`src/rtl/cm0_dbg_ppb_defs.sv`:
```
`default_nettype none
// ============================================================================
// Module   : cm0_dbg_ppb_defs (package)
// Brief    : Shared constants for the debug PPB breakpoint-unit slave:
//            register addresses, one-hot select bit positions, state encoding.
// Revision : 1.0 - initial release
// ============================================================================
package cm0_dbg_ppb_defs;

  // Register word addresses in the BPU region
  localparam logic [31:0] c_addr_ctrl  = 32'hE000_2000;
  localparam logic [31:0] c_addr_comp0 = 32'hE000_2008;
  localparam logic [31:0] c_addr_comp1 = 32'hE000_200C;
  localparam logic [31:0] c_addr_comp2 = 32'hE000_2010;
  localparam logic [31:0] c_addr_comp3 = 32'hE000_2014;

  // Bit positions inside the one-hot register select
  localparam int c_sel_ctrl  = 4;
  localparam int c_sel_comp0 = 3;
  localparam int c_sel_comp1 = 2;
  localparam int c_sel_comp2 = 1;
  localparam int c_sel_comp3 = 0;

  // Only 32-bit accesses are legal on these registers
  localparam logic [2:0] c_hsize_word = 3'b010;

  // Slave state encoding
  typedef enum logic [1:0] {
    ST_IDLE = 2'd0,
    ST_DATA = 2'd1,
    ST_ERR1 = 2'd2,
    ST_ERR2 = 2'd3
  } state_t;

  // Which selects exist for a given comparator count / debug presence.
  // Comparator counts above 4 saturate at 4.
  function automatic logic [4:0] impl_mask(input int bkpt, input int dbg);
    logic [4:0] m;
    int         n;
    n = (bkpt > 4) ? 4 : ((bkpt < 0) ? 0 : bkpt);
    m = '0;
    if (dbg != 0 && n > 0) begin
      m[c_sel_ctrl] = 1'b1;
      for (int i = 0; i < 4; i++) begin
        if (i < n) m[c_sel_comp0 - i] = 1'b1;
      end
    end
    return m;
  endfunction

endpackage
`default_nettype wire

```
`src/rtl/cm0_dbg_ppb_dec.sv`:
```
`default_nettype none
// ============================================================================
// Module   : cm0_dbg_ppb_dec
// Brief    : Combinational register decoder. Turns the word address inside
//            the BPU region into a one-hot select and a mapped flag, masked
//            by the comparator count configured through BKPT and DBG.
// Revision : 1.0 - initial release
// ============================================================================
module cm0_dbg_ppb_dec
  import cm0_dbg_ppb_defs::*;
#(
  parameter int BKPT = 4,
  parameter int DBG  = 1
) (
  input  logic [9:0] addr_word_i,
  output logic [4:0] sel_o,
  output logic       mapped_o
);

  localparam logic [4:0] c_mask = impl_mask(BKPT, DBG);

  logic [4:0] sel_raw;

  // Raw address match, later masked by the configured register set
  always_comb begin
    sel_raw = '0;
    case (addr_word_i)
      c_addr_ctrl[11:2]:  sel_raw[c_sel_ctrl]  = 1'b1;
      c_addr_comp0[11:2]: sel_raw[c_sel_comp0] = 1'b1;
      c_addr_comp1[11:2]: sel_raw[c_sel_comp1] = 1'b1;
      c_addr_comp2[11:2]: sel_raw[c_sel_comp2] = 1'b1;
      c_addr_comp3[11:2]: sel_raw[c_sel_comp3] = 1'b1;
      default:            sel_raw = '0;
    endcase
  end

  assign sel_o    = sel_raw & c_mask;
  assign mapped_o = |sel_o;

endmodule
`default_nettype wire

```
`src/rtl/cm0_dbg_ppb_slv.sv`:
```
`default_nettype none
// ============================================================================
// Module   : cm0_dbg_ppb_slv
// Brief    : AHB-Lite slave front-end for the breakpoint-unit registers in
//            the debug PPB. Zero-wait-state reads/writes, two-cycle ERROR
//            response for illegal accesses.
// Config   : CM0_DBG_PPB_ERR_EN - when defined, unmapped word accesses get an
//            ERROR response; otherwise they are read-as-zero/write-ignored.
// Revision : 1.0 - initial release
// ============================================================================
module cm0_dbg_ppb_slv
  import cm0_dbg_ppb_defs::*;
#(
  parameter int BKPT = 4,
  parameter int DBG  = 1
) (
  input  logic        dclk,
  input  logic        dbg_reset_n,
  input  logic        hsel_i,
  input  logic [1:0]  htrans_i,
  input  logic        hwrite_i,
  input  logic [2:0]  hsize_i,
  input  logic [31:0] haddr_i,
  input  logic        hready_i,
  input  logic [31:0] hwdata_i,
  output logic        hready_o,
  output logic        hresp_o,
  output logic [31:0] hrdata_o,
  output logic [4:0]  dsl_bpu_sels_o,
  output logic        dsl_ppb_write_o,
  output logic [31:0] slv_wdata_o,
  input  logic [31:0] bpu_hrdata_i
);

  state_t     state_q, state_d;
  logic [4:0] sel_q, sel_d;
  logic       write_q, write_d;
  logic       read_q, read_d;

  logic [4:0] dec_sel;
  logic       dec_mapped;
  logic       accept;
  logic       acc_err;

  // Address bits outside the decoded word index, and the SEQ/NONSEQ
  // distinction, do not influence this slave.
  logic unused_bus_bits;
  assign unused_bus_bits = ^{haddr_i[31:12], haddr_i[1:0], htrans_i[0]};

  cm0_dbg_ppb_dec #(
    .BKPT (BKPT),
    .DBG  (DBG)
  ) u_dec (
    .addr_word_i (haddr_i[11:2]),
    .sel_o       (dec_sel),
    .mapped_o    (dec_mapped)
  );

  // Address-phase acceptance, error classification and next-state logic
  always_comb begin
    accept = hsel_i & htrans_i[1] & hready_i &
             ((state_q == ST_IDLE) | (state_q == ST_DATA));
`ifdef CM0_DBG_PPB_ERR_EN
    acc_err = (hsize_i != c_hsize_word) | ~dec_mapped;
`else
    acc_err = (hsize_i != c_hsize_word);
`endif
    state_d = ST_IDLE;
    sel_d   = '0;
    write_d = 1'b0;
    read_d  = 1'b0;
    case (state_q)
      ST_IDLE, ST_DATA: begin
        if (accept) begin
          if (acc_err) begin
            state_d = ST_ERR1;
          end else begin
            // Unmapped (RAZ/WI) accesses still take a data phase, all selects 0
            state_d = ST_DATA;
            sel_d   = dec_sel;
            write_d = hwrite_i & dec_mapped;
            read_d  = ~hwrite_i & dec_mapped;
          end
        end
      end
      ST_ERR1: state_d = ST_ERR2;
      // Anything presented during the second error cycle is dropped
      ST_ERR2: state_d = ST_IDLE;
      default: state_d = ST_IDLE;
    endcase
  end

  // State and data-phase flags, synchronous active-low reset
  always_ff @(posedge dclk) begin
    if (!dbg_reset_n) begin
      state_q <= ST_IDLE;
      sel_q   <= '0;
      write_q <= 1'b0;
      read_q  <= 1'b0;
    end else begin
      state_q <= state_d;
      sel_q   <= sel_d;
      write_q <= write_d;
      read_q  <= read_d;
    end
  end

  // Outputs are forced to their idle values while reset is held so that a
  // transfer aborted by reset can never issue a register write.
  logic in_data;
  assign in_data         = (state_q == ST_DATA) & dbg_reset_n;
  assign dsl_bpu_sels_o  = sel_q & {5{dbg_reset_n}};
  assign dsl_ppb_write_o = write_q & dbg_reset_n;
  assign slv_wdata_o     = in_data ? hwdata_i : 32'h0;
  assign hrdata_o        = (in_data & read_q) ? bpu_hrdata_i : 32'h0;
  assign hready_o        = ~((state_q == ST_ERR1) & dbg_reset_n);
  assign hresp_o         = ((state_q == ST_ERR1) | (state_q == ST_ERR2)) & dbg_reset_n;

endmodule
`default_nettype wire

```
`config.mk`:
```
export PLATFORM = sky130hd
export DESIGN_NAME = cm0_dbg_ppb_slv
export DESIGN_NICKNAME = d
export VERILOG_FILES = /design/src/rtl/cm0_dbg_ppb_defs.sv /design/src/rtl/cm0_dbg_ppb_dec.sv /design/src/rtl/cm0_dbg_ppb_slv.sv
export SDC_FILE = /design/constraint.sdc
export NUM_CORES = 1
export LEC_CHECK = 0
export ABC_AREA = 1
export ABC_CLOCK_PERIOD_IN_PS = 3300
export CAP_MARGIN = 5
export CORE_MARGIN = 1.5
export CORE_UTILIZATION = 22
export CTS_CLUSTER_SIZE = 10
export DETAILED_ROUTE_END_ITERATION = 16
export GPL_TIMING_DRIVEN = 0
export PLACE_DENSITY_LB_ADDON = 0.12
export SKIP_CTS_REPAIR_TIMING = 1
export SLEW_MARGIN = 25
export SYNTH_ARGS = -nofsm -noshare
export SYNTH_HDL_FRONTEND = slang
export SYNTH_SLANG_ARGS = --single-unit
```
`constraint.sdc`:
```
create_clock -name dclk -period 3.3 [get_ports dclk]
set_clock_uncertainty 0.1 [all_clocks]
set_input_delay 0.825 -clock dclk [delete_from_list [all_inputs] [get_ports dclk]]
set_output_delay 0.825 -clock dclk [all_outputs]
set_load 0.02 [all_outputs]
```
# Yosys cells after proc, flatten, opt, wreduce, memory -nomap -nowiden
# Index checks and enable logic that the tools add are counted.
dict set report word_totals {
  wordCells 45
  ff_bits 9
  inputBits 106
}
dict set report classes {
  reduce_logical 5
  mux 10
  bitwise_logic 18
  eq_ne 8
}
# operator count
set ops {}
lappend ops {{$mux W32} 2}
lappend ops {{$eq A10 B2 Y1 const B} 2}
lappend ops {{$eq A10 B3 Y1 const B} 2}
lappend ops {{$and A1 B1 Y1} 10}
lappend ops {{$logic_not A10 Y1} 1}
lappend ops {{$pmux W2 S3} 1}
lappend ops {{$and A5 B5 Y5} 1}
lappend ops {{$mux W1} 5}
lappend ops {{$not A1 Y1} 5}
lappend ops {{$reduce_or A5 Y1} 1}
lappend ops {{$eq A2 B2 Y1 const B} 2}
lappend ops {{$mux W2} 2}
lappend ops {{$reduce_or A4 Y1} 1}
lappend ops {{$ne A3 B2 Y1 const B} 1}
lappend ops {{$eq A2 B1 Y1 const B} 1}
lappend ops {{$logic_not A2 Y1} 1}
lappend ops {{$or A1 B1 Y1} 2}
lappend ops {{$reduce_or A2 Y1} 1}

# Longest topological paths before layout
dict set report depth {
  ltp_word 5
  mapped_depth 7
  mapped_depth_nobuf 7
}

# Modules after synthesis
# Synthesis repeated with hierarchy kept, for this count alone.
dict set report hier_totals {
  hier_cells 214
  area_unflattened_um2 1129.8
}
# mod seq_area_each_um2 cells_each instances area_per_inst_um2
set modules_own_cells {}
lappend modules_own_cells {cm0_dbg_ppb_slv 180.2 188 1 1018.5}
lappend modules_own_cells {cm0_dbg_ppb_dec 0.0 26 1 111.4}

# Worst setup path before layout
# No wires, ideal clock.
dict set report synth_path {
  kind {input to output}
  start {input dbg_reset_n}
  end {output hrdata_o[10]}
  cell_stages 6
  slack_ps 691
  arrival_ps 1684
  n_path_buf 2
  required_ps 2375
  path_cell_list {buf_4 inv_4 nor3_4 nand2_2 buf_6 nor2_1}
}
dict set report synth_between {
  elab_chain_len 3
}
# item line
set synth_lines {}
lappend synth_lines {{start: declaration} cm0_dbg_ppb_slv.sv:18} ;# input logic dbg_reset_n,
lappend synth_lines {{$and A1 B1 Y1} cm0_dbg_ppb_slv.sv:111} ;# assign in_data = (state_q == ST_DATA) & dbg_reset_n;
lappend synth_lines {{$and A1 B1 Y1} cm0_dbg_ppb_slv.sv:115} ;# assign hrdata_o = (in_data & read_q) ? bpu_hrdata_i : 32'h0;
lappend synth_lines {{$mux W32} cm0_dbg_ppb_slv.sv:115}
lappend synth_lines {{end: declaration} cm0_dbg_ppb_slv.sv:28} ;# output logic [31:0] hrdata_o,
# No other way between the ends.

# Final worst setup path
dict set report layout_path {
  start {input dbg_reset_n}
  end {output hrdata_o[25]}
}
# The elaborated chain is that of the path after synthesis.

==> run summary <==
CP max-delay cell: clkdlybuf4s50_1
CP delay by family, top: buffers and inverters
R2R cell count: 5
Cts bufs inserted: 3
Mux contribution to synthesized area: 0
Min-delay worst type: reg2reg
Switching part of the total power: 0.224
Critical Path End: hrdata_o[25]
Max Freq: 321 MHz
Synth top area cells: nor2_1, inv_1, dfxtp_1, nand2_1, buf_6
Vias: 1,555
Initial core utilization: 0.227
Maxcap violations: 0
Io pins: 178
Most frequent cells in the layout: clkdlybuf4s50_1, nor2_1, inv_1, nand2_1, dfxtp_1
Tcrit/Tclk final: 0.943
Dpl ws: 0.173 ns
Dpl cells: 411
All-Layer GR Usage: 0.171
Levels on crit path: 7
Critical path startpoint: dbg_reset_n
Seq pwr share: 0.291
Layout area overhead: 167%
Crit path buffers/inverters: 4
DRC viols: 0
Clk root buf: clkbuf_8
Xor and xnor area share after synthesis: 0
Clock transition at path regs: 0.04 ns
Reg-to-Reg End: sel_q[2]
Power share of the combinational group: 0.381
Share of total power in the clock network: 0.328
Post-synthesis cell type count: 15
Final net count: 470
Slew Limit Fails: 0
Largest stage delay, worst path: 0.62 ns
Warning count from the yosys run: 0
Critical Path End Type: output pin
Fill count: 427
Max FO, Critical Path: 10
First-pass GRT wire length: 6800 um
P per Cell Area: 146 mW/mm^2
Maximum vdd drop: 0.197 mV
Yosys top cell area share: 0.302
Simple-gate portion of the synthesized area: 0.451
DRT Pass-1 Iters: 4
Most common cell after layout, fill and taps aside: clkdlybuf4s50_1
CP Cell Sequence: buf_4 > inv_4 > nor3_4 > nand2_2 > buf_6 > nor2_1 > clkdlybuf4s50_1
Multi-input logic area: 443 sq um
Status: complete, no violations
Wire per inst: 10.1 um
Part of the Yosys area used for sequential elements: 0.183
Clock period minus final worst setup slack: 3.11 ns
Critical path required time: 2.37 ns
Fin util: 0.607
DIE WIDTH: 69.8 um
Synth area leader: nor2_1
Startpoint Class: input port
Slew @ Worst Pin: 0.275 ns
Gpl congestion: 0.737
PortBufs: 153
Cell Int Power: 0.297 mW
GRT overflow: 0
Synthesized Nets: 312
Adder-cell share of the synthesized area: 0
Largest family of logic cells by synthesized area: simple AND/OR/NAND/NOR gates
Synth Area in Compound Gates: 0
Vert. Die Dim: 69.8 um
CTS sink count: 9
Initial antenna violation count: 0
Leak Pwr: 1.34 nW
Final WS setup: 0.188 ns
Sw power: 0.0854 mW
DP HPWL: 3720 um
Number of H-tree levels: 1
Vias in the first global route: 1,433
N_diodes: 0
Share of layout cells above drive strength 1: 0.0441
Worst R2R Start: state_q[1]
CP arrival: 2.19 ns
Core area: 0.00432 sq mm
Cell area after synthesis: 982 sq um
Endpoints failing setup: 0
Avg Cell Area, Syn: 4.77 sq um
Site Rows: 24
Reg-to-reg slack, setup: 2.12 ns
RSZ-0062 raised after global routing: false
Crit Path Category: in2out
DRT iter0 DRCs: 55
Worst-Skew Late Latency: 0.23 ns
Antenna violation net count after detailed routing: 0
Total Wirelength: 4210 um
Cells after Synth: 206
CTS Buffer Depth: 2
Layout Cells excl Fill: 415
Max-Slew Margin vs Limit: 0.816
TritonCTS clock tree: yes
Final hold violation count: 0
Largest net degree at the start of global routing: 11
Yosys reg bits: 9
Setup TNS: 0 ns
Worst hold slack: 0.479 ns
Avg Vias per Cell: 3.75
Storage cell area: 180 sq um
Die area: 0.00487 sq mm
-- cells in the mapped netlist, drive strengths merged --
library cell / number
dfxtp: 9
nor3: 5
or2: 1
nand4: 1
nand2: 24
buf: 7
inv: 80
nor2: 79
-- tightest hold or removal path: stages, from the launching register on --
cell     delay (ns)
dfxtp_1        0.30
inv_1          0.06
nand2_1        0.11
nand2_1        0.06
-- through the flow --
step	cell area [sq um]	total power, mW
after floorplan	982	0.149
after global placement	2580	0.256
after detailed placement	2580	0.259
after CTS	2620	0.386
after global routing	2620	0.405
final	2620	0.382
-- worst min path at each step --
stage | start | end | slack [ns] | cells after the start
floorplan | state_q[0] | state_q[1] | 0.57 | 3
global placement | state_q[0] | state_q[1] | 0.47 | 3
detailed placement | state_q[0] | state_q[0] | 0.47 | 3
CTS | state_q[0] | state_q[0] | 0.48 | 3
global route | state_q[0] | state_q[0] | 0.52 | 3
finish | state_q[0] | state_q[0] | 0.48 | 3
-- power groups by stage --
stage | Sequential [mW] | Clock [mW] | Combinational (mW)
6_report | 0.111 | 0.125 | 0.146
2_1_floorplan | 0.113 | 0 | 0.0364
3_5_place_dp | 0.113 | 0 | 0.146
4_1_cts | 0.111 | 0.128 | 0.146
5_1_grt | 0.111 | 0.134 | 0.160
3_3_place_gp | 0.113 | 0 | 0.143
-- area by class of cell --
class / count / area share
repair buffers: 153 / 0.584
multi-input cells: 110 / 0.169
inverters: 80 / 0.115
well taps: 52 / 0.0248
plain buffers: 7 / 0.0215
flip-flops and latches: 9 / 0.0687
clock buffers: 4 / 0.0172
-- per-layer routing --
layer | track usage | up-vias | part of all wire
met1 | 0.199 | 623 | 0.43
met2 | 0.317 | 71 | 0.50
li1 | - | 855 | -
met5 | 0 | - | 0
met3 | 0.0276 | 6 | 0.063
met4 | 0.0470 | 0 | 0.012
-- sequential cells by signal, indices dropped and copies added, names as in the netlist --
| register | cells |
|---|---|
| sel_q | 5 |
| read_q | 1 |
| write_q | 1 |
| state_q | 2 |
-- logic make-up after synthesis --
kind of cell           count (synthesis)
AND/OR/NAND/NOR                      110
buffers and inverters                 87
flip-flops                             9
No activity file was read; power rests on OpenSTA's default activity.
